==> config.mk <==
export PLATFORM = sky130hd
export DESIGN_NAME = uart_rx_fifo
export DESIGN_NICKNAME = d
export VERILOG_FILES = /design/src/rtl/uart_pkg.sv /design/src/rtl/sync_fifo.sv /design/src/rtl/uart_rx_fifo.sv
export SDC_FILE = /design/constraint.sdc
export NUM_CORES = 1
export LEC_CHECK = 0
export ABC_AREA = 1
export BUFFER_PORTS_ARGS = -buffer_cell sky130_fd_sc_hd__buf_2
export CORE_ASPECT_RATIO = 0.6
export CORE_MARGIN = 5
export CORE_UTILIZATION = 35
export CTS_CLUSTER_SIZE = 40
export DETAILED_ROUTE_END_ITERATION = 8
export REMOVE_ABC_BUFFERS = 1
export SYNTH_ARGS = -nofsm -noshare
export SYNTH_HDL_FRONTEND = slang
export SYNTH_SLANG_ARGS = --single-unit
==> constraint.sdc <==
create_clock -name clk -period 2.4 [get_ports clk]
set_input_delay 0.24 -clock clk [delete_from_list [all_inputs] [get_ports clk]]
set_output_delay 0.24 -clock clk [all_outputs]
set_load 0.01 [all_outputs]
==> src/rtl/uart_pkg.sv <==
// Shared types and constants for the fabric UART receive path.
package uart_pkg;

  typedef enum logic [1:0] {IDLE, START, DATA, STOP} rx_state_t;

  localparam int OVS       = 16;
  localparam int MID       = 8;
  localparam int DATA_BITS = 8;

  // Clocks per oversample tick, truncated toward zero.
  function automatic int ovs_div(input int clk_hz, input int baud);
    return clk_hz / (OVS * baud);
  endfunction

endpackage

==> src/rtl/sync_fifo.sv <==
// First-word-fall-through FIFO with a registered head word and occupancy count.
module sync_fifo #(
  parameter int WIDTH = 8,
  parameter int DEPTH = 16,
  localparam int AW   = $clog2(DEPTH)
) (
  input  logic             clk,
  input  logic             reset,
  input  logic             push,
  input  logic [WIDTH-1:0] push_data,
  input  logic             pop,
  output logic [WIDTH-1:0] pop_data,
  output logic             full,
  output logic             empty,
  output logic [AW:0]      count
);

  logic [WIDTH-1:0] mem [DEPTH];
  logic [AW-1:0]    wr_ptr, rd_ptr;
  logic             do_push, do_pop;

  assign empty   = (count == '0);
  assign full    = (count == (AW+1)'(DEPTH));
  assign do_pop  = pop && !empty;
  // A full FIFO still accepts a push when the head leaves in the same cycle.
  assign do_push = push && (!full || do_pop);

  // NOTE: storage has no reset; emptiness is tracked by count, so stale entries are never visible.
  always_ff @(posedge clk) begin
    if (do_push) mem[wr_ptr] <= push_data;
  end

  always_ff @(posedge clk or posedge reset) begin
    if (reset) begin
      wr_ptr   <= '0;
      rd_ptr   <= '0;
      count    <= '0;
      pop_data <= '0;
    end else begin
      if (do_push) wr_ptr <= wr_ptr + AW'(1);
      if (do_pop)  rd_ptr <= rd_ptr + AW'(1);
      unique case ({do_push, do_pop})
        2'b10:   count <= count + (AW+1)'(1);
        2'b01:   count <= count - (AW+1)'(1);
        default: count <= count;
      endcase
      // Head register: next entry after a pop, or the new word when it lands in an empty FIFO.
      if (do_pop)
        pop_data <= (count == (AW+1)'(1)) ? push_data : mem[rd_ptr + AW'(1)];
      else if (do_push && empty)
        pop_data <= push_data;
    end
  end

endmodule

==> src/rtl/uart_rx_fifo.sv <==
// 8N1 UART receiver with 16x oversampling feeding a FWFT byte FIFO with valid/ready pop.
module uart_rx_fifo
  import uart_pkg::*;
#(
  parameter int CLK_HZ     = 100_000_000,
  parameter int BAUD       = 115_200,
  parameter int OVS_DIV    = ovs_div(CLK_HZ, BAUD),
  parameter int FIFO_DEPTH = 16
) (
  input  logic                        clk,
  input  logic                        reset,
  input  logic                        uart_txd,
  output logic [7:0]                  rx_data,
  output logic                        rx_valid,
  input  logic                        rx_ready,
  output logic [$clog2(FIFO_DEPTH):0] rx_count,
  output logic                        framing_err,
  output logic                        overrun_err
);

  localparam int TW = $clog2(OVS_DIV + 1);

  logic [1:0]     sync_q, sync_live;
  logic           rxs, armed;
  rx_state_t      state, next_state;
  logic [TW-1:0]  tick_cnt;
  logic           tick;
  logic [3:0]     ovs_cnt;
  logic [2:0]     bit_idx;
  logic [7:0]     shift;
  logic           sample, push_req, frame_bad;
  logic           fifo_full, fifo_empty, pop_eff;

  // NOTE: non-blocking assignments let both flops sample the previous value, forming a true 2-stage chain.
  always_ff @(posedge clk or posedge reset) begin
    if (reset) begin
      sync_q    <= 2'b11;
      sync_live <= 2'b00;
    end else begin
      sync_q    <= {sync_q[0], uart_txd};
      sync_live <= {sync_live[0], 1'b1};
    end
  end
  assign rxs = sync_q[1];

  // Only arm on a high that really came from the pin, not the synchronizer's reset value.
  always_ff @(posedge clk or posedge reset) begin
    if (reset) armed <= 1'b0;
    else if (rxs && sync_live[1]) armed <= 1'b1;
  end

  assign tick = (tick_cnt == TW'(OVS_DIV - 1));

  always_ff @(posedge clk or posedge reset) begin
    if (reset)                                     tick_cnt <= '0;
    else if (state == IDLE && next_state == START) tick_cnt <= '0;
    else if (tick)                                 tick_cnt <= '0;
    else                                           tick_cnt <= tick_cnt + TW'(1);
  end

  always_ff @(posedge clk or posedge reset) begin
    if (reset) state <= IDLE;
    else       state <= next_state;
  end

  always_comb begin
    next_state = state;
    unique case (state)
      IDLE:  if (armed && !rxs) next_state = START;
      START: if (sample) next_state = rxs ? IDLE : DATA;
      DATA:  if (sample && bit_idx == 3'(DATA_BITS - 1)) next_state = STOP;
      STOP:  if (sample) next_state = IDLE;
      default: next_state = IDLE;
    endcase
  end

  // NOTE: every output gets a default first so no path through the case infers a latch.
  always_comb begin
    sample    = 1'b0;
    push_req  = 1'b0;
    frame_bad = 1'b0;
    unique case (state)
      START:      sample = tick && (ovs_cnt == 4'(MID - 1));
      DATA, STOP: sample = tick && (ovs_cnt == 4'(OVS - 1));
      default:    sample = 1'b0;
    endcase
    if (state == STOP && sample) begin
      push_req  = rxs;
      frame_bad = !rxs;
    end
  end

  always_ff @(posedge clk or posedge reset) begin
    if (reset) begin
      ovs_cnt <= '0;
      bit_idx <= '0;
      shift   <= '0;
    end else if (state == IDLE) begin
      ovs_cnt <= '0;
      bit_idx <= '0;
    end else if (sample) begin
      ovs_cnt <= '0;
      if (state == DATA) begin
        shift[bit_idx] <= rxs;
        bit_idx        <= bit_idx + 3'd1;
      end
    end else if (tick) begin
      ovs_cnt <= ovs_cnt + 4'd1;
    end
  end

  assign rx_valid = !fifo_empty;
  assign pop_eff  = rx_valid && rx_ready;

  always_ff @(posedge clk or posedge reset) begin
    if (reset) begin
      framing_err <= 1'b0;
      overrun_err <= 1'b0;
    end else begin
      framing_err <= frame_bad;
      overrun_err <= push_req && fifo_full && !pop_eff;
    end
  end

  sync_fifo #(
    .WIDTH (8),
    .DEPTH (FIFO_DEPTH)
  ) u_fifo (
    .clk       (clk),
    .reset     (reset),
    .push      (push_req),
    .push_data (shift),
    .pop       (rx_ready),
    .pop_data  (rx_data),
    .full      (fifo_full),
    .empty     (fifo_empty),
    .count     (rx_count)
  );

endmodule

# Word level (Yosys, flattened, before mapping)
# Memory sizes are Yosys's and may differ from the RTL's.
# Cells that the tools add are included.
# totals
regBits	51
mem_bits_rw	128
in_bits	4
out_inout_bits	16
elab_cells	91
mem_count	1
# classes
addsub	7
order_cmp	2
n_eq_ne	12
n_mux	26
n_bitwise	1
reduce_logical	28
# memory_table
name	words	width	rd	rd_ports_with_merged_regs	write_ports	line_no	source
u_fifo.mem	16	8	1	0	1	sync_fifo.sv:18	logic [WIDTH-1:0] mem [DEPTH];
# ops
cell	n
2-to-1 mux 8 bit	3
logical AND 1 bit	13
adder 4 x 1 -> 4 bit (second input constant)	3
2-to-1 mux 4 bit	3
2-to-1 mux 6 bit	2
2-to-1 mux 2 bit	5
one-hot mux 5 bit (2 select lines)	1
2-to-1 mux 3 bit	3
bitwise mux 8 bit	1
one-hot mux 2 bit (4 select lines)	1
nonzero test 2 bit	4
adder 6 x 1 -> 6 bit (second input constant)	1
== test 2 x 1 -> 1 bit (second input constant)	3
== test 2 bit (second input constant)	3
== test 6 bit (second input constant)	1
adder 5 x 1 -> 5 bit (second input constant)	1
== test 5 x 1 -> 1 bit (second input constant)	1
== test 5 bit (second input constant)	1
logical NOT 5 bit	1
2-to-1 mux 1 bit	5
subtractor 5 x 1 -> 5 bit (second input constant)	1
== test 4 x 3 -> 1 bit (second input constant)	1
== test 4 bit (second input constant)	1
logical NOT 1 bit	4
13 further kinds	13

# Depth between registers and ports, before layout
# Gate-level depths: netlist of the first run.
# logic_depth
ltp_word	9
ltp_mapped	14
ltp_nobuf	13

# Hierarchy
# Synthesis of the first run repeated with hierarchy kept, for this count alone.
# unflattened
cells_unflattened	837
hier_area_um2	8230.4
# by_module_without_submodules
mod	instances	cells_each	area_each_um2	seq_area_each_um2
sync_fifo	1	661	6693.9	4369.2
uart_rx_fifo	1	176	1536.5	753.2

# Worst setup path before layout of the first run
# OpenSTA, ideal clock, no wires.
# synth_path
path_kind	register -> register
start	register u_fifo.count[0]
end	register u_fifo.count[2]
setup_time_ps	118
arrival_ps	2137
required_ps	2282
setup_slack_ps	145
path_stages_with_launch	15
n_path_buf	1
period_less_slack_ps	2255
cell_sequence	dfrtp_1 > inv_1 > ha_1 > nand2_1 > nor2_2 > inv_2 > nand2_4 > clkbuf_1 > inv_1 > ha_1 > inv_1 > nand2_1 > a21oi_1 > xor2_1 > inv_1
# synth_between
elab_chain_cells	7
word_cells_on_any_way	13
cone_classes	2 x add/sub; 3 x eq/ne; 1 x mux; 7 x reduce/logical
# synth_lines
item	line_no	source
start: declaration	sync_fifo.sv:15	output logic [AW:0] count
start signal: assignment	sync_fifo.sv:43	2'b10: count <= count + (AW+1)'(1);
start signal: assignment	sync_fifo.sv:44	2'b01: count <= count - (AW+1)'(1);
start signal: assignment	sync_fifo.sv:45	default: count <= count;
logical NOT 5 bit *	sync_fifo.sv:22	assign empty = (count == '0);
logical NOT 1 bit *	--	
net rx_valid	uart_rx_fifo.sv:14	output logic rx_valid,
logical AND 1 bit *	--	
net pop_eff	uart_rx_fifo.sv:32	logic fifo_full, fifo_empty, pop_eff;
logical OR 1 bit	sync_fifo.sv:26	assign do_push = push && (!full || do_pop);
logical AND 1 bit	sync_fifo.sv:26	
== test 2 x 1 -> 1 bit / == test 2 bit (equally long branches)	sync_fifo.sv:42	unique case ({do_push, do_pop})
one-hot mux 5 bit (2 select lines) / nonzero test 2 bit (equally long branches)	--	
# The timed path passes the listed nets; every way through them passes the cells marked *.
# A chain may end at the register's enable or synchronous reset.

# Final worst setup path of the first run
# layout_path
start	register u_fifo.rd_ptr[0]
end	register u_fifo.pop_data[4]
# layout_between
elab_chain_cells	4
# layout_lines
item	line_no	source
start: declaration	sync_fifo.sv:19	logic [AW-1:0] wr_ptr, rd_ptr;
start signal: assignment	sync_fifo.sv:41	if (do_pop) rd_ptr <= rd_ptr + AW'(1);
adder 4 x 1 -> 4 bit	sync_fifo.sv:49	pop_data <= (count == (AW+1)'(1)) ? push_data : mem[rd_ptr + AW'(1)];
memory read (16 x 8 bit)	--	
2-to-1 mux 8 bit	sync_fifo.sv:49	
2-to-1 mux 8 bit	sync_fifo.sv:48	if (do_pop)
end signal: assignment	sync_fifo.sv:49	
end signal: assignment	sync_fifo.sv:51	pop_data <= push_data;
end: declaration	sync_fifo.sv:12	output logic [WIDTH-1:0] pop_data,
# Every way passes these cells.

==> results.toml, run 1 <==
[cells_and_area]
layout_commonest_cell = "nand2_1"
final_util_pct = 41.3
multi_input_area_sq_mm = 0.00230
fillers = 2158
finalNetCount = 860
final_cell_area_sq_mm = 0.00916
antenna-diode-count = 0
regArea_sq_mm = 0.00512
drive_above_1_share_pct = 12.5
synthToLayoutAreaGrowth_pct = 15.6
final_cell_mix = "212 x nand2_1, 128 x edfxtp_1, 122 x nand3_1"

[timing]
fin_tns_setup_ns = 0
finalMaxSlewViolations = 0
finClkSkew_ns = 0.00870
period_minus_slack_ns = 2.20
finalSetupViolCount = 0
period_share_pct = 91.6
slew_headroom_pct = 34.6
final_hold_viol_count = 0
tightest_slew_ns = 0.981
fmax_mhz = 455
rsz0062_at_grt = "no"

[floorplanning]
start_util_pct = 35.7
ios = 20
fp.dieW_microns = 204
core_area_sq_mm = 0.0222
die_y_microns = 127
rows = 42
dieArea_sq_mm = 0.0258

[drt]
via_count = 5505
via_per_inst = 4.73
routedWlPerCell_microns = 16.0
remaining_drc_errors = 0
drt_pass1_iterations = 5
totalWireLength_mm = 18.6
drt_iter0_drc = 545
final_antenna_net_count = 0

[status]
status = "finished, final reports clean"

[global_route]
grt_pass1_wl_mm = 29.4
grt_max_degree = 51
overflow = 0
grt_antenna_before_repair = 0
grt_pass1_vias = 5096
grt_usage_pct = 14.9

[cts]
clk-insertion-delay-late_ns = 0.43
cts_tree = "built"
cts_made_buffers = 17
cts.path.max_buffers = 2
htree_levels = 4
cts.clk_slew.worst_paths_ns = 0.07
root_buffer = "clkbuf_16"
post-cts-setup-buffers = 0
clock_sinks = 179
cts_resized = 0

[run]
drv_cap = 0

[synth]
synth_edf_count = 128
syn_avg_cell_area_sq_um = 9.95
ys.flop_type = "edfxtp_1"
netlist_instances = 796
ys_types = 34
yosysSeqAreaShare_pct = 64.7
async_flop_share_pct = 28.5
yosys_warnings = 0
synth-seq-cells = 179
syn-cell-area_sq_mm = 0.00792

[setup_path]
required_ns = 2.77
slowest_stage = "dfrtp_2"
worst-path-max-fanout = 25
cp_slowest_stage_delay_ns = 0.49
crit_type = "register to register"
path_common_cell = "nand3_1"
crit_path_cell_trace = "ha_1 > inv_2 > nand3_1 > nand3_1 > nand3_1 > nand3_1 > nand3_1 > nand2_1"
cp-end-kind = "register"
worst_ep_arrival_time_ns = 2.57
start_kind = "register"

[pwr]
p_leak_nw = 4.05
peakVddDrop_mv = 0.586
powerDensity_mw_per_mm2 = 1070

[worst_hold_path]
hold_path.class = "input port to register"

[placed_design]
io_buffers = 19
place_area_sq_mm = 0.00856
hpwlAfterDp_mm = 12.5
gp_congestion = 0.867
## area by class of cell
class                      instances  share of cell area (%)
clock inverter                    10                   0.738
clock buffer                      22                    5.53
sequential                       179                    56.0
multi-input combinational        487                    25.2
tap                              308                    4.21
timing repair buffer              53                    4.15
inverter                         104                    4.26
## state kept, by name, summed over array words and instances (netlist names)
name             count
shift                8
u_fifo.mem         128
ovs_cnt              4
framing_err          1
sync_live            2
bit_idx              3
u_fifo.pop_data      8
u_fifo.count         5
tick_cnt             6
overrun_err          1
state                2
sync_q               2
u_fifo.rd_ptr        4
armed                1
u_fifo.wr_ptr        4
## report_power, final
group          switching, mW  total (mW)  internal, mW  leakage [nW]
clock                   1.21        2.72          1.51         0.288
combinational           2.22        3.34          1.11          1.63
sequential             0.224        3.71          3.49          2.13
## cells in the mapped netlist, drive strengths merged (10+ instances only)
master,count,area share [%]
buf,13,0.71
inv,103,4.9
nand2,214,10
nand3,124,8.0
dfrtp,49,15
clkbuf,13,0.62
o21ai,17,1.1
ha,14,2.2
edfxtp,128,49
nor2,67,3.3
nor3,11,0.69
a21oi,10,0.63
## critical path: cells and delay by family (launching register included)
family        cells  cell delay, ns
simple gates      6            0.86
flops             1            0.49
buf+inv           1            0.41
fa+ha+maj         1            0.38
## path summary, 6_finish.rpt
path                       slack, ns  cells past startpoint                 end        startpoint
min reg2reg                     0.35                      0        sync_live[1]      sync_live[0]
max reg2reg                     0.20                      8  u_fifo.pop_data[4]  u_fifo.rd_ptr[0]
max                             0.20                      8  u_fifo.pop_data[4]  u_fifo.rd_ptr[0]
max in group asynchronous       1.47                      4    u_fifo.wr_ptr[1]             reset
min                             0.19                      4         overrun_err          rx_ready
min in group asynchronous       0.40                      3        sync_live[0]             reset
## timing repair
| item | CTS | global route |
|---|---|---|
| endpoints found under the setup margin | 0 | 0 |
| hold endpoints to repair | 24 | 0 |
| hold buffers | 2 | 0 |
## layer usage
| metal | part of all wire [%] | global-route usage [%] | up-vias |
|---|---|---|---|
| met1 | 54 | 23.8 | 2651 |
| met4 | 0.89 | 3.43 | 0 |
| met5 | 0 | 0 | - |
| met3 | 7.6 | 4.85 | 13 |
| li1 | - | - | 2694 |
| met2 | 38 | 19.1 | 147 |
## logic make-up (layout without fill, tap and decap cells)
| logic type | count (synthesis) | count (layout) | share of synthesized area [%] |
|---|---|---|---|
| xor+xnor | 13 | 13 | 1.53 |
| fa+ha+maj | 14 | 14 | 2.21 |
| simple gates | 428 | 428 | 23.2 |
| buf+inv | 130 | 189 | 6.25 |
| compound gates | 31 | 31 | 2.05 |
| other cells | 1 | 1 | 0.0473 |
| flops | 179 | 179 | 64.7 |
## through the flow
stage	setup slack, ns	power, mW	hold slack (ns)	instances
finish	0.201	9.77	0.193	1163
global route	0.0290	10.4	0.194	1163
CTS	0.229	9.82	0.184	1163
detailed placement	0.247	7.09	0.326	1129
global placement	0.287	7.09	0.330	1129
floorplan	-0.714	5.79	0.244	770
No activity file was read; power rests on OpenSTA's default activity.
==> run 2, diff against run 1 <==
--- a/config.mk
+++ b/config.mk
@@ -15,4 +15,5 @@
 export REMOVE_ABC_BUFFERS = 1
 export SYNTH_ARGS = -nofsm -noshare
 export SYNTH_HDL_FRONTEND = slang
+export SYNTH_HIERARCHICAL = 1
 export SYNTH_SLANG_ARGS = --single-unit
==> run 2 against run 1 <==
- routed wire length grew 5.2%
- clock power grew 2%
- clock-buffer cell count shrank 4
- sequential share of layout area shrank 2.3 points
==> results.toml, run 2 <==
[timing]
period_share_pct = 92.0
final_hold_viol_count = 0
finClkSkew_ns = 0.0125
period_minus_slack_ns = 2.21
timing.hold.ws_ns = 0.182
finalMaxSlewViolations = 0
slew_headroom_pct = 42.4
rsz0062_at_grt = "no"
fmax_mhz = 453
tightest_slew_ns = 0.863
finalSetupViolCount = 0

[synth]
synthMostInstantiatedCell = "nand2_1"
synth_top_area_cell = "edfxtp_1"
synth_edf_count = 128
synth-seq-cells = 179
yosys_warnings = 6
async_flop_share_pct = 28.5
netlist_instances = 837
syn-cell-area_sq_mm = 0.00823
synthTopCellsByCount = "283 x nand2_1, 128 x edfxtp_1, 111 x inv_1"
ys.flop_type = "edfxtp_1"
yosysSeqAreaShare_pct = 62.2
syn_avg_cell_area_sq_um = 9.83
netlist.area_leader.share_pct = 46.7
synth_area_leaders = "edfxtp_1 47%, dfrtp_1 15%, nand2_1 13%"
ys_types = 35

[pwr]
p_total_mw = 6.47
p_leak_nw = 4.40
powerDensity_mw_per_mm2 = 677
peakVddDrop_mv = 0.528

[cells_and_area]
top_regs = "u_fifo/mem (128), shift (8), u_fifo/pop_data (8)"
largest_reg_flops = 128
antenna-diode-count = 0
final_cell_mix = "279 x nand2_1, 128 x edfxtp_1, 108 x inv_1"
finalNetCount = 915
synthToLayoutAreaGrowth_pct = 16.1
layout_commonest_cell = "nand2_1"
top_register = "u_fifo/mem"
drive_above_1_share_pct = 15.0
final_util_pct = 41.3

[floorplanning]
core_area_sq_mm = 0.0231
dieArea_sq_mm = 0.0268
ios = 20
fp.dieW_microns = 208
rows = 43
start_util_pct = 35.6
die_y_microns = 129

[global_route]
grt_usage_pct = 15.2
grt_max_degree = 67
grt_pass1_vias = 5580
overflow = 0
grt_antenna_before_repair = 0
grt_pass1_wl_mm = 31.5

[run]
drv_cap = 0

[setup_path]
crit_family = "simple AND/OR/NAND/NOR gates"
required_ns = 2.54
worst_ep_arrival_time_ns = 2.35
worst-path-max-fanout = 8
cp_slowest_stage_delay_ns = 0.39
cp-end-kind = "register"
start_kind = "register"
r2r-start = "ovs_cnt[0]"
cp-startpoint = "ovs_cnt[0]"
critical_path_depth = 12
r2r_end = "u_fifo/mem[0][4]"
path_common_cell = "nand2_2"
rrSetupSlack_ns = 0.19
slowest_stage = "dfrtp_1"
rr_worst_depth = 12
crit_end = "u_fifo/mem[0][4]"
crit_path_cell_trace = "ha_1 > nand2_2 > nor2_8 > nand2_4 > nor2_4 > nand3_2 > inv_2 > nand2_2 > inv_2 > nand2_2 > nor2_1 > buf_4"
crit_type = "register to register"
crit_buf_inv = 3

[cts]
cts_tree = "built"
htree_levels = 4
cts_made_buffers = 17
root_buffer = "clkbuf_16"
cts.clk_slew.worst_paths_ns = 0.07
clock_sinks = 179
post-cts-setup-buffers = 0
cts.path.max_buffers = 2
clk-insertion-delay-late_ns = 0.44

[placed_design]
io_buffers = 19
gp_congestion = 0.886
hpwlAfterDp_mm = 13.7

[drt]
via_per_inst = 4.72
via_count = 5781
drt_pass1_iterations = 6
routedWlPerCell_microns = 16.0
drt_iter0_drc = 551
remaining_drc_errors = 0
totalWireLength_mm = 19.6
final_antenna_net_count = 0

[worst_hold_path]
worstHoldStart = "rx_ready"
hold_path.class = "input port to register"

[status]
status = "finished, final reports clean"
run 2: changes by cell type after synthesis, sizes merged, moves of 4 or more:
cell	before	now
nand2	214	291
buf	13	18
a21oi	10	4
nor2	67	45
clkbuf	13	9
nor3	11	4
inv	103	114
nand3	124	109
nand4	2	11
or2	8	0
run 2: per-stage QoR:
stage,area [sq um],setup WS (ns),instances,setup TNS (ns)
final,9550,0.192,1224,0
after global routing,9550,0.0220,1224,0
after CTS,9520,0.0153,1224,0
after detailed placement,8910,-0.0316,1190,-0.250
after global placement,8910,-0.00957,1190,-0.0742
after floorplan,8060,-0.795,810,-7.28
run 2: layout make-up:
class                   count  area (sq um)
fillers                  2199         13600
flip-flops and latches    179          5120
multi-input cells         517          2550
repair buffers             67           473
clock buffers              18           429
inverters                 114           428
well taps                 315           394
clock inverters            14           153
run 2: report_power, final:
group | switching, mW | internal (mW)
Sequential | 0.0627 | 3.34
Clock | 1.23 | 1.55
Combinational | 0.176 | 0.111
Total | 1.47 | 5.00
run 2: worst min path at each step:
stage	end	cells past startpoint	slack (ns)
2_1_floorplan	u_fifo/count[0]	1	0.22
3_3_place_gp	ovs_cnt[0]	2	0.32
3_5_place_dp	ovs_cnt[0]	2	0.32
4_1_cts	overrun_err	4	0.18
5_1_grt	overrun_err	4	0.19
6_report	overrun_err	4	0.18
run 2: metal layers:
layer | part of all wire (%) | global-route usage [%] | vias up | wire length (microns)
met1 | 50 | 24.1 | 2742 | 9880
met4 | 1.1 | 3.74 | 0 | 218
li1 | - | - | 2826 | -
met3 | 7.9 | 3.63 | 24 | 1540
met5 | 0 | 0 | - | 0
met2 | 41 | 20.9 | 189 | 7960
run 2: what timing repair did:
| action | in CTS | in global routing |
|---|---|---|
| hold endpoints to repair | 11 | 0 |
| pin swaps | 0 | 1 |
| resized for setup | 3 | 10 |
| setup endpoints to repair | 26 | 131 |
| hold buffers | 2 | 0 |
run 2: kinds of logic after synthesis:
logic type	count (synthesis)	synth area share (%)
buffers and inverters	141	7.24
AOI/OAI and AO/OA	25	1.58
xor gates and xnor gates	13	1.66
adders and majority gates	15	2.28
muxes	1	0.122
other	1	0.0456
and+or+nand+nor	462	24.8
DFF	179	62.2
run 2: worst reg2reg max path: stages, from the launching register on:
cell,delay (ns)
dfrtp_1,0.39
ha_1,0.20
nand2_2,0.11
nor2_8,0.14
nand2_4,0.06
nor2_4,0.08
nand3_2,0.10
inv_2,0.08
nand2_2,0.10
inv_2,0.13
nand2_2,0.13
nor2_1,0.19
buf_4,0.21
